File: config.mk
export PLATFORM = sky130hd
export DESIGN_NAME = output_argmax_decoder
export DESIGN_NICKNAME = d
export VERILOG_FILES = /design/src/rtl/nn_pkg.sv /design/src/rtl/onehot_check.sv /design/src/rtl/output_argmax_decoder.sv
export SDC_FILE = /design/constraint.sdc
export NUM_CORES = 1
export LEC_CHECK = 0
export CORE_MARGIN = 1
export CORE_UTILIZATION = 55
export DETAILED_ROUTE_END_ITERATION = 10
export DONT_BUFFER_PORTS = 1
export PLACE_DENSITY = 0.84
export SYNTH_ARGS = -nofsm -noshare
export SYNTH_HDL_FRONTEND = slang
export SYNTH_SLANG_ARGS = --single-unit
File: constraint.sdc
create_clock -name clk -period 2.2 [get_ports clk]
set_input_delay 0.11 -clock clk [delete_from_list [all_inputs] [get_ports clk]]
set_output_delay 0.11 -clock clk [all_outputs]
set_load 0.02 [all_outputs]
File: src/rtl/nn_pkg.sv
// nn_pkg: shared scan-state type and default output-layer geometry for argmax decoder and label encoder
package nn_pkg;
  typedef enum logic [1:0] {IDLE, SCAN, DONE} state_t;
  localparam int NN_NUM_CLASSES = 10;
  localparam int NN_DATA_W = 16;
endpackage

File: src/rtl/onehot_check.sv
// onehot_check: err=1 unless exactly one bit of vec is set (vec: label in, err: flag out)
module onehot_check #(
  parameter int N = 10
) (
  input  logic [N-1:0] vec,
  output logic         err
);
  assign err = $countones(vec) != 1;
endmodule

File: src/rtl/output_argmax_decoder.sv
// output_argmax_decoder: streams signed class activations, reports argmax/max vs one-hot label (start/label/in_* in; in_ready, out_*, pred_*, correct, label_err, correct_cnt out)
module output_argmax_decoder
  import nn_pkg::*;
#(
  parameter int NUM_CLASSES = NN_NUM_CLASSES,
  parameter int DATA_W = NN_DATA_W,
  parameter int CNT_W = 16
) (
  input  logic                           clk,
  input  logic                           rst_vals_n,
  input  logic                           start,
  input  logic                           in_valid,
  output logic                           in_ready,
  input  logic [DATA_W-1:0]              in_data,
  input  logic [NUM_CLASSES-1:0]         label,
  output logic                           out_valid,
  input  logic                           out_ready,
  output logic [$clog2(NUM_CLASSES)-1:0] pred_index,
  output logic [DATA_W-1:0]              pred_max,
  output logic                           correct,
  output logic                           label_err,
  output logic [CNT_W-1:0]               correct_cnt
);
  localparam int IW = $clog2(NUM_CLASSES);
  state_t state, next;
  logic [IW-1:0] idx, max_idx;
  logic signed [DATA_W-1:0] max_reg;
  logic [NUM_CLASSES-1:0] label_reg;
  logic err_reg, err_c, accept, last;
  onehot_check #(.N(NUM_CLASSES)) u_chk (.vec(label), .err(err_c));
  assign accept = state == SCAN && in_valid;
  assign last = idx == IW'(NUM_CLASSES - 1);
  assign in_ready = state == SCAN;
  assign out_valid = state == DONE;
  assign pred_index = max_idx;
  assign pred_max = max_reg;
  assign label_err = err_reg;
  assign correct = label_reg[max_idx] && !err_reg;
  always_comb begin
    next = state;
    if (state == IDLE && start) next = SCAN;
    if (accept && last) next = DONE;
    if (state == DONE && out_ready) next = IDLE;
  end
  always_ff @(posedge clk or negedge rst_vals_n) begin
    if (!rst_vals_n) begin
      state <= IDLE;
      idx <= '0;
      max_idx <= '0;
      max_reg <= '0;
      label_reg <= '0;
      err_reg <= 1'b0;
      correct_cnt <= '0;
    end else begin
      state <= next;
      if (state == IDLE && start) begin
        idx <= '0;
        label_reg <= label;
        err_reg <= err_c;
      end
      if (accept) begin
        idx <= last ? idx : idx + 1'b1;
        if (idx == '0 || $signed(in_data) > max_reg) begin
          max_reg <= $signed(in_data);
          max_idx <= idx;
        end
      end
      if (state == DONE && out_ready && correct && !(&correct_cnt)) correct_cnt <= correct_cnt + 1'b1;
    end
  end
endmodule

## Word level (Yosys, flattened, before mapping)

Cells that the tools add are included.

| operators by class | value |
|---|---|
| $add $sub $neg | 11 |
| magnitude comparators | 2 |
| eq/ne operators | 5 |
| muxes and demuxes | 8 |
| reduce and logical (&&, ||, !) cells | 17 |

Operator list:

| operator | count |
|---|---|
| $add A32 B32 Y32 | 4 |
| $ne A32 B2 Y1 const B | 1 |
| $add A16 B1 Y16 const B | 1 |
| $gt A16 B16 Y1 | 1 |
| $reduce_and A16 Y1 | 1 |
| $mux W4 | 3 |
| $add A1 B1 Y2 | 5 |
| $logic_and A1 B1 Y1 | 7 |
| $mux W2 | 3 |
| $lt A4 B5 Y1 const B | 1 |
| $add A4 B1 Y4 const B | 1 |
| $bmux W1 S4 | 1 |
| $eq A4 B4 Y1 const B | 1 |
| $logic_not A4 Y1 | 1 |
| $reduce_and A2 Y1 | 2 |
| $reduce_bool A3 Y1 | 1 |
| $eq A2 B1 Y1 const B | 1 |
| $eq A2 B2 Y1 const B | 1 |
| $logic_not A1 Y1 | 2 |
| $logic_not A2 Y1 | 1 |
| $ne A2 B2 Y1 const B | 1 |
| $reduce_bool A2 Y1 | 1 |
| $logic_or A1 B1 Y1 | 1 |
| $mux W1 | 1 |

| word-level totals | value |
|---|---|
| register bits after elaboration | 53 |
| bits of input ports | 31 |
| output and inout bits | 40 |
| word-level logic and storage cells | 50 |

## Logic depth before layout (Yosys ltp)

| logic depth | value |
|---|---|
| depth in word-level cells | 5 |
| depth in mapped cells | 12 |
| mapped depth without buffers | 12 |

## Hierarchy

Synthesis repeated with hierarchy kept, for this count alone.

| unflattened totals | value |
|---|---|
| cell total of the unflattened synthesis | 257 |
| area total of the unflattened synthesis | 3064.2 um^2 |

Modules (own cells, without submodules):

| module | times used | cells each | area an instance (um^2) | seq. area each (um^2) |
|---|---|---|---|---|
| output_argmax_decoder | 1 | 236 | 2852.7 | 1326.3 |
| onehot_check | 1 | 21 | 211.5 | 0.0 |

## Worst setup path before layout

No wires, ideal clock.

| timing path | value |
|---|---|
| kind | input-to-reg |
| start point | input port label[0] |
| end point | register err_reg (netlist: label_err) |
| setup time | 0.139 ns |
| arrival | 2.665 ns |
| required time | 2.061 ns |
| path slack | -0.605 ns |
| stages on the path | 12 |
| path buffers | 0 |
| path through | ha_1 > inv_1 > fa_1 > fa_1 > inv_1 > fa_1 > inv_1 > fa_1 > a2111oi_0 > a21oi_1 > nor3_1 > a21oi_1 |

| between the ends | value |
|---|---|
| cells in the longest elaborated chain, start to end | 5 |

Ends and longest elaborated chain:

| item | line | source |
|---|---|---|
| start, declared | output_argmax_decoder.sv:15 | `input logic [NUM_CLASSES-1:0] label,` |
| $add A1 B1 Y2 (not written as such) | onehot_check.sv:8 | `assign err = $countones(vec) != 1;` |
| $add A32 B32 Y32 (not written as such) (3 in a row) | onehot_check.sv:8 |  |
| $ne A32 B2 Y1 | onehot_check.sv:8 |  |
| end signal, assigned | output_argmax_decoder.sv:59 | `err_reg <= err_c;` |
| end, declared | output_argmax_decoder.sv:29 | `logic err_reg, err_c, accept, last;` |

Every way passes these cells.
A chain may end at the register's enable or synchronous reset.

## Worst setup path in the final report

| timing path | value |
|---|---|
| start point | register max_reg[5] (netlist: pred_max[5]) |
| end point | register max_reg[15] (netlist: pred_max[15]) |

| between the ends | value |
|---|---|
| cells in the longest elaborated chain, start to end | 3 |

Ends and longest elaborated chain:

| item | line | source |
|---|---|---|
| start, declared | output_argmax_decoder.sv:27 | `logic signed [DATA_W-1:0] max_reg;` |
| start signal, assigned | output_argmax_decoder.sv:64 | `max_reg <= $signed(in_data);` |
| $gt A16 B16 Y1 | output_argmax_decoder.sv:63 | `if (idx == '0 \|\| $signed(in_data) > max_reg) begin` |
| $logic_or A1 B1 Y1 | output_argmax_decoder.sv:63 |  |
| $reduce_and A2 Y1 (no line) | - |  |

Every way passes these cells.

==> run summary <==
CTS Sinks - 53
Hold Violations, Final - 0
critical path launch point type - register
core region area - 0.005507 mm2
Via-to-Cell Ratio - 5.598
Yosys reg bits - 53
Max-Cap Viols - 0
Die H - 77.52 um
CP Capture Type - register
initial antenna violation count - 0
Clock Tree Buf Depth - 2
final layout net count - 406
Post-route DRC - 0
Simple-Gate Fraction of Synth Area - 0.1125
worst hold slack - 0.06955 ns
# fillers - 343
IO Count - 71
synthesized area per cell - 11.88 um2
fraction of the cycle the final worst path needs - 1.207
Worst-Margin Slew - 0.5767 ns
die area - 0.006009 mm2
root buffer cell - clkbuf_8
Area Growth Syn to Fin - 34.54%
Final Util - 0.7664
routed wire length per instance - 19.50 um
R2R Path Start - pred_max[5]
first-pass GRT wire length - 11.83 mm
post-route ant nets - 0
vias in the first global route - 2478
crit path max fanout - 8
gr usage total - 0.2581
mux contribution to synthesized area - 0.1607
Worst Setup SP - pred_max[5]
start point of the worst min-delay path - in_valid
Setup violations, final - 21
Pre-antenna DRT Iters - 4
crit path DAT - 2.86 ns
clock-pin slew on the worst setup and hold paths - 0.10 ns
compound-gate portion of the synthesized area - 0.05425
pre-CTS WS - -0.5481 ns
Worst Slack Setup Final - -0.4548 ns
die width - 77.52 um
Via Count - 2323
Initial Util - 0.5696
fin. max-slew vios - 0
Crit Path Class - register to register
clock skew - 0.01215 ns
main combinational cell family by area after synthesis - multiplexers
Synth Area in XOR/XNOR - 0.04747
Area after DPL - 0.003649 mm2
share of post-route cells with drive strength above 1 - 0.3878
PD cells - 1059 mW/mm2
Cell Rows - 27
GR Overflow Total - 0
P_leak - 1.950 nW
Final HPWL DP - 5.029 mm
Unique masters post-synth - 43
status - complete, but fails checks
CTS tree - built
Rel. slew slack - 0.6101
Worst Path Required - 2.40 ns
total CTS buffers - 5
fin area - 0.004220 mm2
Layout Cells excl Fill - 415
largest net degree at the start of global routing - 54
Clock Latency Late Sink - 0.31 ns
Post-Synthesis Net Count - 328
fmax - 0.3767 GHz
Synth Instances - 264
register area share after synthesis - 0.4228
Synth Warn # - 0
Peak VDD IR - 0.5115 mV
Hold Path Class - primary input to register
total wire length - 8.092 mm
minimum clock period - 2.655 ns
GPL Wtd Cong - 0.7419
failing checks - negative setup slack
1st-iter DRT viols - 95
Inst Count DP - 374
Syn Std Cell Area - 0.003137 mm2
diode count - 0
# port buffers - 0
CTS H-tree lvls - 2
Synth Area in Adders - 0.1460
RSZ-0062 raised after global routing - yes
## critical path, stage by stage (launching register included)
cell and delay [ns]:
dfrtp_1 0.40, inv_1 0.13, ha_4 0.23, a21oi_1 0.30, o221ai_2 0.20, a221oi_4 0.35
mux2i_4 0.40, clkbuf_16 0.24, mux2_4 0.30
## metrics by stage
| step | TNS, ns | power, mW |
|---|---|---|
| 2_1_floorplan | -2.583 | 2.828 |
| 3_3_place_gp | -4.451 | 3.373 |
| 3_5_place_dp | -6.270 | 3.492 |
| 4_1_cts | -4.929 | 4.243 |
| 5_1_grt | -9.996 | 4.710 |
| 6_report | -8.703 | 4.469 |
## metal layers
metal / GRT usage / wire length, um / part of all wire / vias to the layer above
li1: - / - / - / 1057
met1: 0.2944 / 3065 / 0.38 / 1175
met2: 0.4655 / 4388 / 0.54 / 73
met3: 0.05882 / 429 / 0.053 / 18
met4: 0.1000 / 208 / 0.026 / 0
met5: 0 / 0 / 0 / -
## Yosys cell counts
library cell  instances  area share
dfrtp_1              53        0.42
inv_1                36       0.043
ha_1                 27        0.11
mux2_4               20       0.096
xnor2_1              14       0.039
nor2_1               13       0.016
mux2_2               12       0.043
nand2_1              11       0.013
nand3_1              10       0.016
a21oi_1               8       0.013
nand4_1               8       0.016
fa_1                  6       0.038
buf_6                 3       0.011
nor2b_1               3      0.0060
o21ai_0               3      0.0048
xor2_1                3      0.0084
a21o_1                2      0.0048
a31oi_1               2      0.0040
and2_1                2      0.0040
and3_1                2      0.0040
and4_1                2      0.0056
clkbuf_1              2      0.0024
mux2i_1               2      0.0064
a2111oi_0             1      0.0028
a211oi_4              1      0.0064
a221oi_2              1      0.0048
a311o_1               1      0.0032
a31o_2                1      0.0028
and2b_1               1      0.0024
and2b_4               1      0.0032
mux4_1                1      0.0084
mux4_2                1      0.0072
nand2b_1              1      0.0020
nand3b_1              1      0.0024
nand4_2               1      0.0040
nor3_1                1      0.0016
nor3_4                1      0.0052
nor4_1                1      0.0020
nor4_4                1      0.0068
nor4b_1               1      0.0028
o221ai_1              1      0.0028
o22a_1                1      0.0028
o31ai_1               1      0.0024
## kinds of logic (layout without fill, tap and decap cells)
kind of cell,Yosys count,in the layout
xor gates and xnor gates,17,17
DFF,53,53
buffers and inverters,41,120
adders and majority gates,33,33
muxes,36,36
AOI/OAI and AO/OA,23,23
and+or+nand+nor,61,61
## repair_timing
item | 4_1_cts | 5_1_grt
hold buffers | 29 | 0
buffers inserted | 0 | 3
setup endpoints to repair | 21 | 22
hold endpoints to repair | 80 | 0
cloned | 0 | 1
pin swaps | 1 | 9
gates resized for setup | 7 | 11
## power by group
| part | leakage [nW] | internal [mW] | switching (mW) |
|---|---|---|---|
| Combinational | 1.23 | 1.18 | 1.19 |
| Sequential | 0.661 | 1.25 | 0.244 |
| Clock | 0.0542 | 0.285 | 0.324 |
| Total | 1.95 | 2.71 | 1.76 |
## layout make-up
class / count / area (um2) / area share
clock inverters: 1 / 5.005 / 0.001186
well taps: 72 / 90.09 / 0.02135
clock buffers: 7 / 96.34 / 0.02283
inverters: 36 / 135.1 / 0.03202
flip-flops and latches: 53 / 1334 / 0.3160
repair buffers: 76 / 710.7 / 0.1684
multi-input cells: 170 / 1849 / 0.4382
## cell usage in the layout, fill, tap and decap left out, types with 6 or more instances in the layout
cell and instances:
inv_2 10, dfrtp_1 47, clkbuf_8 7, nand4_1 8, dfrtp_2 6, nand3_1 9
mux2_2 12, mux2_4 20, nor2_1 13, nand2_1 11, inv_1 26, ha_4 10
buf_4 42, ha_1 17, dlygate4sd3_1 28, xnor2_1 14
## worst paths after layout
kind                                   endpoint  slack [ns]  cells after the start
min in group asynchronous           pred_max[2]        0.30                      2
worst max register to register     pred_max[15]       -0.45                      8
worst min-delay path                   state[1]        0.07                      4
worst max-delay path               pred_max[15]       -0.45                      8
worst min register to register     label_reg[8]        0.51                      1
max in group asynchronous       correct_cnt[15]        1.64                      2
(Power assumes the default switching activity.)
